`src/rtl/uart_frame_decoder.sv`:
```
// uart_frame_decoder: parses SOF/LEN/payload/CHK frames from a UART byte stream,
// buffers the payload and drains it over a valid/ready handshake once the checksum matches.
module uart_frame_decoder #(
    parameter int         MAX_LEN = 16,
    parameter logic [7:0] SOF     = 8'hA5,
    parameter int         TIMEOUT = 10000
) (
    input  logic       clk,
    input  logic       reset,
    input  logic [7:0] rx_data,
    input  logic       rx_valid,
    input  logic       rx_frame_error,
    output logic [7:0] out_data,
    output logic       out_valid,
    input  logic       out_ready,
    output logic       out_last,
    output logic       pkt_ok,
    output logic       chk_err,
    output logic       len_err,
    output logic       rx_err,
    output logic       timeout,
    output logic       overrun,
    output logic       busy
);
    localparam int PW = $clog2(MAX_LEN + 1);
    localparam int AW = MAX_LEN > 1 ? $clog2(MAX_LEN) : 1;
    localparam int TW = $clog2(TIMEOUT + 1);
    localparam logic [2:0] HUNT = 3'd0, GET_LEN = 3'd1, PAYLOAD = 3'd2, GET_CHK = 3'd3, DRAIN = 3'd4;
    logic [2:0]    state;
    logic [7:0]    len;
    logic [7:0]    chk;
    logic [PW-1:0] wr_ptr;
    logic [PW-1:0] rd_ptr;
    logic [TW-1:0] idle;
    logic [7:0]    buffer [0:(1<<AW)-1];
    logic          active;
    logic          idle_out;
    logic          last_in;
    assign active    = state == GET_LEN || state == PAYLOAD || state == GET_CHK;
    assign idle_out  = active && !rx_valid && idle == TW'(TIMEOUT - 1);
    assign last_in   = 8'(wr_ptr) + 8'd1 == len;
    assign out_valid = state == DRAIN;
    assign out_data  = out_valid ? buffer[rd_ptr[AW-1:0]] : 8'd0;
    assign out_last  = out_valid && 8'(rd_ptr) == len - 8'd1;
    assign busy      = state != HUNT;
    // Payload storage carries no reset so it can map onto plain RAM
    always_ff @(posedge clk)
        if (state == PAYLOAD && rx_valid && !rx_frame_error) buffer[wr_ptr[AW-1:0]] <= rx_data;
    always_ff @(posedge clk) begin
        if (reset) begin
            state   <= HUNT;
            len     <= '0;
            chk     <= '0;
            wr_ptr  <= '0;
            rd_ptr  <= '0;
            idle    <= '0;
            {pkt_ok, chk_err, len_err, rx_err, timeout, overrun} <= '0;
        end else begin
            {pkt_ok, chk_err, len_err, rx_err, timeout, overrun} <= '0;
            idle <= (active && !rx_valid) ? idle + TW'(1) : '0;
            if (idle_out) begin
                timeout <= 1'b1;
                state   <= HUNT;
            end else if (rx_valid) begin
                case (state)
                    HUNT: if (rx_data == SOF && !rx_frame_error) begin
                        state  <= GET_LEN;
                        wr_ptr <= '0;
                        rd_ptr <= '0;
                        chk    <= '0;
                    end
                    GET_LEN, PAYLOAD, GET_CHK: if (rx_frame_error) begin
                        rx_err <= 1'b1;
                        state  <= HUNT;
                    end else if (state == GET_LEN) begin
                        len <= rx_data;
                        chk <= rx_data;
                        if (rx_data == 8'd0) state <= GET_CHK;
                        else if (rx_data > 8'(MAX_LEN)) begin
                            len_err <= 1'b1;
                            state   <= HUNT;
                        end else state <= PAYLOAD;
                    end else if (state == PAYLOAD) begin
                        wr_ptr <= wr_ptr + PW'(1);
                        chk    <= chk ^ rx_data;
                        if (last_in) state <= GET_CHK;
                    end else if (rx_data == chk) begin
                        pkt_ok <= 1'b1;
                        rd_ptr <= '0;
                        state  <= len == 8'd0 ? HUNT : DRAIN;
                    end else begin
                        chk_err <= 1'b1;
                        state   <= HUNT;
                    end
                    DRAIN: overrun <= 1'b1;
                    default: state <= HUNT;
                endcase
            end
            if (out_valid && out_ready) begin
                rd_ptr <= rd_ptr + PW'(1);
                if (out_last) state <= HUNT;
            end
        end
    end
endmodule

```
`config.mk`:
```
export PLATFORM = sky130hd
export DESIGN_NAME = uart_frame_decoder
export DESIGN_NICKNAME = d
export VERILOG_FILES = /design/src/rtl/uart_frame_decoder.sv
export SDC_FILE = /design/constraint.sdc
export NUM_CORES = 1
export LEC_CHECK = 0
export ABC_CLOCK_PERIOD_IN_PS = 2270
export BUFFER_PORTS_ARGS = -buffer_cell sky130_fd_sc_hd__buf_4
export CAP_MARGIN = 20
export CORE_AREA = 3 3 97 168
export CTS_BUF_LIST = sky130_fd_sc_hd__clkbuf_2 sky130_fd_sc_hd__clkbuf_4 sky130_fd_sc_hd__clkbuf_8
export DETAILED_ROUTE_END_ITERATION = 10
export DIE_AREA = 0 0 100 171
export PLACE_DENSITY = 0.72
export SLEW_MARGIN = 20
export SYNTH_ARGS = -nofsm -noshare
export SYNTH_HDL_FRONTEND = slang
export SYNTH_SLANG_ARGS = --single-unit
```
`constraint.sdc`:
```
create_clock -name clk -period 2.27 [get_ports clk]
set_input_delay 0.3405 -clock clk [delete_from_list [all_inputs] [get_ports clk]]
set_output_delay 0.3405 -clock clk [all_outputs]
set_load 0.01 [all_outputs]
```
Word level (Yosys, flattened, before mapping) --
Memories as Yosys holds them, arrays and structs flattened. A register that Yosys moved wholly into a read port is not among the register bits. Index checks and enable logic that the tools add are counted.
Word-level totals: register bits 49, RAM bits 128, input bits 13, output and inout bits 17, word-level logic and storage cells 117, memories kept 1
Memory list:
- buffer | words 16, bits a word 8, rd ports 1, clocked after Yosys merged registers in 1, wr ports 1, RTL line 35 | logic [7:0] buffer [0:(1<<AW)-1];
Operators by class: $add $sub $neg 5, $lt $le $gt $ge 1, equal/unequal tests 20, multiplexer cells 43, bitwise logic cells 7, reductions and logical operators 28
Operators by type and width (count):
- 5-bit 2-to-1 mux | 11
- 8-bit 2-to-1 mux | 5
- 3-bit 2-to-1 mux | 11
- 5-bit one-hot mux with 2 select lines | 2
- 3-bit inequality test, second input constant | 6
- 8-bit logical NOT | 2
- 8-bit one-hot mux with 2 select lines | 1
- 14-bit by 1-bit adder with 14-bit output, second input constant | 1
- 14-bit == test, second input constant | 1
- 7-bit OR reduction | 2
- 5-bit by 1-bit adder with 5-bit output, second input constant | 2
- 3-bit one-hot mux with 3 select lines | 1
- 5-bit by 8-bit == test with 1-bit output | 1
- 6-bit by 8-bit == test with 1-bit output | 1
- 8-bit == test | 1
- 8-bit == test, second input constant | 1
- 8-bit by 5-bit > comparator with 1-bit output, second input constant | 1
- 1-bit 2-to-1 mux | 8
- 4-bit 2-to-1 mux | 2
- 2-bit inequality test, second input constant | 4
- 8-bit AND reduction | 1
- 8-bit by 1-bit subtractor with 8-bit output, second input constant | 1
- 8-bit XOR | 1
- 1-bit logical AND | 7
- other kinds (18) | 30

Longest topological paths before layout --
depth after elaboration 11, depth in mapped cells 8, depth with buffers taken out 7

Worst setup path after synthesis --
No wires, ideal clock.
path kind flip-flop to flip-flop, start point reg state[1], end point mem buffer[0][0], enable pin, setup time 383 ps, arrival 1794 ps, required time 1887 ps, path slack 93 ps, cell stages (with the launch flop) 6, buffers on the path 2, clock period less this slack 2177 ps, cell sequence dfxtp_1 > buf_2 > and3_1 > clkbuf_1 > nand2_1 > nor3_1
Between the ends: word-level cells in the longest chain between the ends 5
RTL lines:
- start, declared | RTL line 29 | logic [2:0] state;
- start signal, assigned | RTL line 90 | state <= len == 8'd0 ? HUNT : DRAIN;
- 3-bit by 2-bit == test with 1-bit output | RTL line 48 | if (state == PAYLOAD && rx_valid && !rx_frame_error) buffer[wr_ptr[AW-1:0]] <= rx_data;
- 1-bit logical AND (2 in a row) | RTL line 48
- 1-bit 2-to-1 mux | RTL line 48
- 1-bit 2-to-1 mux (implied by the code) | RTL line 48
- end, declared | RTL line 35
No other way between the ends.

==> summary.txt <==
Die
  • Die height: 171 um
  • Die area: 0.0171 sq mm
  • Num rows: 59
  • Starting Density: 0.530
  • Die Width: 100 um
  • Core area: 0.0150 sq mm
  • I/O pins: 30

CTS
  • Root Buffer: clkbuf_8
  • Clock buffer depth: 2
  • H-tree depth: 4
  • Hold-fix buffers, CTS: 0
  • Clk pin slew, worst setup/hold paths: 0.09 ns
  • Clk_lat worst skew: 0.48 ns
  • Cts bufs inserted: 17
  • CTS sink cnt: 181
  • CTS tree: done

Critical path
  • RR Endpoint: state[0]$_SDFF_PP0_
  • Crit path kind: reg2out
  • Startpoint types: register
  • Worst Path Required: 1.93 ns
  • FF-to-FF path depth: 7
  • Crit. End Element: output port
  • CP Data Arrival Time: 2.37 ns
  • CP top delay family: multiplexers
  • RR Startpoint: wr_ptr[1]$_SDFFE_PP0P_
  • R2R setup slack: 0.18 ns
  • CP max-delay cell: mux4_2
  • Worst-path cell chain: buf_4 > mux4_2 > mux4_2 > and2_1 > buf_4
  • Max FO, Critical Path: 5
  • CP Buf/Inv Count: 2
  • CP max stage delay: 0.51 ns

Power
  • Peak supply drop: 0.372 mV
  • Power Density: 647 mW/mm^2
  • Leak pwr: 2.98 nW

Route
  • Vias: 4888
  • Via density: 6.03
  • DR DRC count: 0
  • Final ANT Viol Nets: 0
  • Avg WL per Cell: 21.9 um
  • DRT Pass-1 Iters: 4
  • Final WL: 17.7 mm
  • Drt first-iter violations: 255

Yosys
  • Ys Warns: 0
  • Synth Instances: 556
  • Seq/Total Area, Yosys: 0.618
  • Syn Nets: 576
  • Main synth FF type: edfxtp_1
  • Number of distinct library cells after synthesis: 75
  • Synth Register Bits: 181
  • Synthesized cell area: 0.00794 sq mm
  • Avg Cell Area, Syn: 14.3 sq um
  • Async S/R FF share, synth: 0
  • Post-synth EDFFs: 128

Timing
  • RSZ-0062 raised after global routing: yes
  • Final slew viol count: 0
  • Worst slew pin tran: 0.686 ns
  • Fmax: 0.369 GHz
  • Clk_skew: 0.0272 ns
  • Final min period: 2.71 ns
  • Worst setup margin: -0.438 ns
  • Count of final hold-check violations: 0
  • Final setup viols: 9
  • Crit share post-route: 1.19
  • Slew margin rel.: 0.541

GRT
  • Vias in the first global route: 5146
  • Initial antenna violation count: 0
  • First-pass GRT wire length: 28.1 mm
  • Largest net degree at the start of global routing: 33
  • Total gr overflow: 0
  • GRT Util Overall: 0.222

Placed design
  • Placer congestion estimate: 0.877
  • DP Area: 0.00853 sq mm
  • DP Worst Slack: -0.0711 ns
  • DP HPWL: 13.0 mm
  • Port bufs: 29

Job
  • MaxCap Viol Count: 0

Finish
  • Final net count: 635
  • Most frequent cells in the layout: edfxtp_1, nor2_1, buf_4
  • Leading cell type in the layout, fill and taps excluded: edfxtp_1
  • Area grow syn2layout: 14.3%
  • Diode count: 0
  • Share of cells above drive strength 1: 0.287
  • Finished Cell Area: 0.00907 sq mm

Run status
  • Status: finished, violations left
  • Failing checks: negative setup slack

Worst hold path
  • Worst min path class: in2reg
  • Hold path startpoint: rx_frame_error
  • Hold EP: len_err$_SDFF_PP0_
  • Hold depth: 2
[final cells by class]
class                      instances  area, sq um
multi-input combinational        333         2890
fill                            1133         5910
sequential                       181         4910
clock inverter                    14          154
tap                              183          229
clock buffer                      17          234
timing repair buffer              70          604
inverter                          12         45.0
[stage by stage]
stage | util | total power, W | hold slack (ns) | TNS (ns) | std cells
after floorplan | - | 0.00373 | 0.418 | 0 | 556
after global placement | 0.569 | 0.00383 | 0.429 | 0 | 776
after detailed placement | 0.569 | 0.00384 | 0.452 | -0.0876 | 776
after CTS | 0.603 | 0.00592 | 0.111 | -3.91 | 810
after global routing | 0.605 | 0.00608 | 0.114 | -4.31 | 810
final | 0.605 | 0.00587 | 0.135 | -3.51 | 810
[per-layer routing]
| metal | vias up | global-route usage | wire, um |
|---|---|---|---|
| met2 | 146 | 0.421 | 10100 |
| met3 | 50 | 0.0453 | 611 |
| met5 | - | 0 | 0 |
| li1 | 2242 | - | - |
| met4 | 0 | 0.106 | 833 |
| met1 | 2450 | 0.227 | 6210 |
[how the worst max path moves through the flow]
stage                                  end  cells after the start  slack (ns)                   start
detailed placement     state[0]$_SDFF_PP0_                      7       -0.07  wr_ptr[1]$_SDFFE_PP0P_
CTS                            out_data[1]                      5       -0.49                register
global route                   out_data[1]                      5       -0.52                register
floorplan           buffer[0][0]$_DFFE_PP_                      5        0.09     state[1]$_SDFF_PP0_
finish                         out_data[0]                      5       -0.44                register
global placement               out_data[1]                      5        0.01                register
[power breakdown]
group / internal [W] / total, W / switching, W / leakage (nW)
clock: 0.000829 / 0.00210 / 0.00127 / 0.196
sequential: 0.00353 / 0.00354 / 0.00000797 / 1.58
combinational: 0.0000845 / 0.000232 / 0.000148 / 1.21
[timing repair]
| item | CTS | global route |
|---|---|---|
| pin swaps | 3 | 5 |
| setup endpoints to repair | 10 | 10 |
| setup buffers | 2 | 0 |
| gates cloned | 1 | 0 |
| endpoints found under the hold margin | 0 | 0 |
| resized for setup | 23 | 8 |
[registers in the layout (all words and copies together) (netlist names), named ones only]
name     cells
buffer     128
overrun      1
idle        14
chk_err      1
wr_ptr       5
len          8
len_err      1
timeout      1
chk          8
rd_ptr       5
rx_err       1
state        3
pkt_ok       1
[kinds of logic after synthesis]
logic type	after synthesis	synth area share
adders and majority gates	8	0.0123
and+or+nand+nor	176	0.119
DFF	181	0.618
muxes	50	0.126
AOI/OAI and AO/OA	66	0.0596
xor gates and xnor gates	33	0.0383
buffers and inverters	42	0.0266
[cell usage after synthesis (3+ instances only)]
cell type,number,area share
dfxtp_1,53,0.13
nand3_1,9,0.0057
xor2_1,11,0.012
buf_6,4,0.0057
xnor2_1,20,0.022
or3_1,5,0.0039
mux2i_1,9,0.011
a21oi_1,17,0.011
nor2b_1,4,0.0032
o31ai_1,4,0.0038
a31oi_1,5,0.0039
buf_2,8,0.0050
mux4_2,40,0.11
or4_1,3,0.0028
nand2b_1,4,0.0032
clkbuf_1,12,0.0057
o21ai_0,8,0.0050
and2_1,8,0.0063
nor3_1,16,0.010
nand2_1,23,0.011
and3_1,8,0.0063
buf_1,4,0.0019
nor4_1,6,0.0047
nand4_1,5,0.0039
nand3b_1,3,0.0028
ha_1,7,0.011
o41ai_1,3,0.0033
edfxtp_1,128,0.48
nor2_1,59,0.028
a211oi_1,3,0.0028
inv_1,12,0.0057
nor3b_2,3,0.0047
Note: power is estimated with default switching activity, not from simulation.
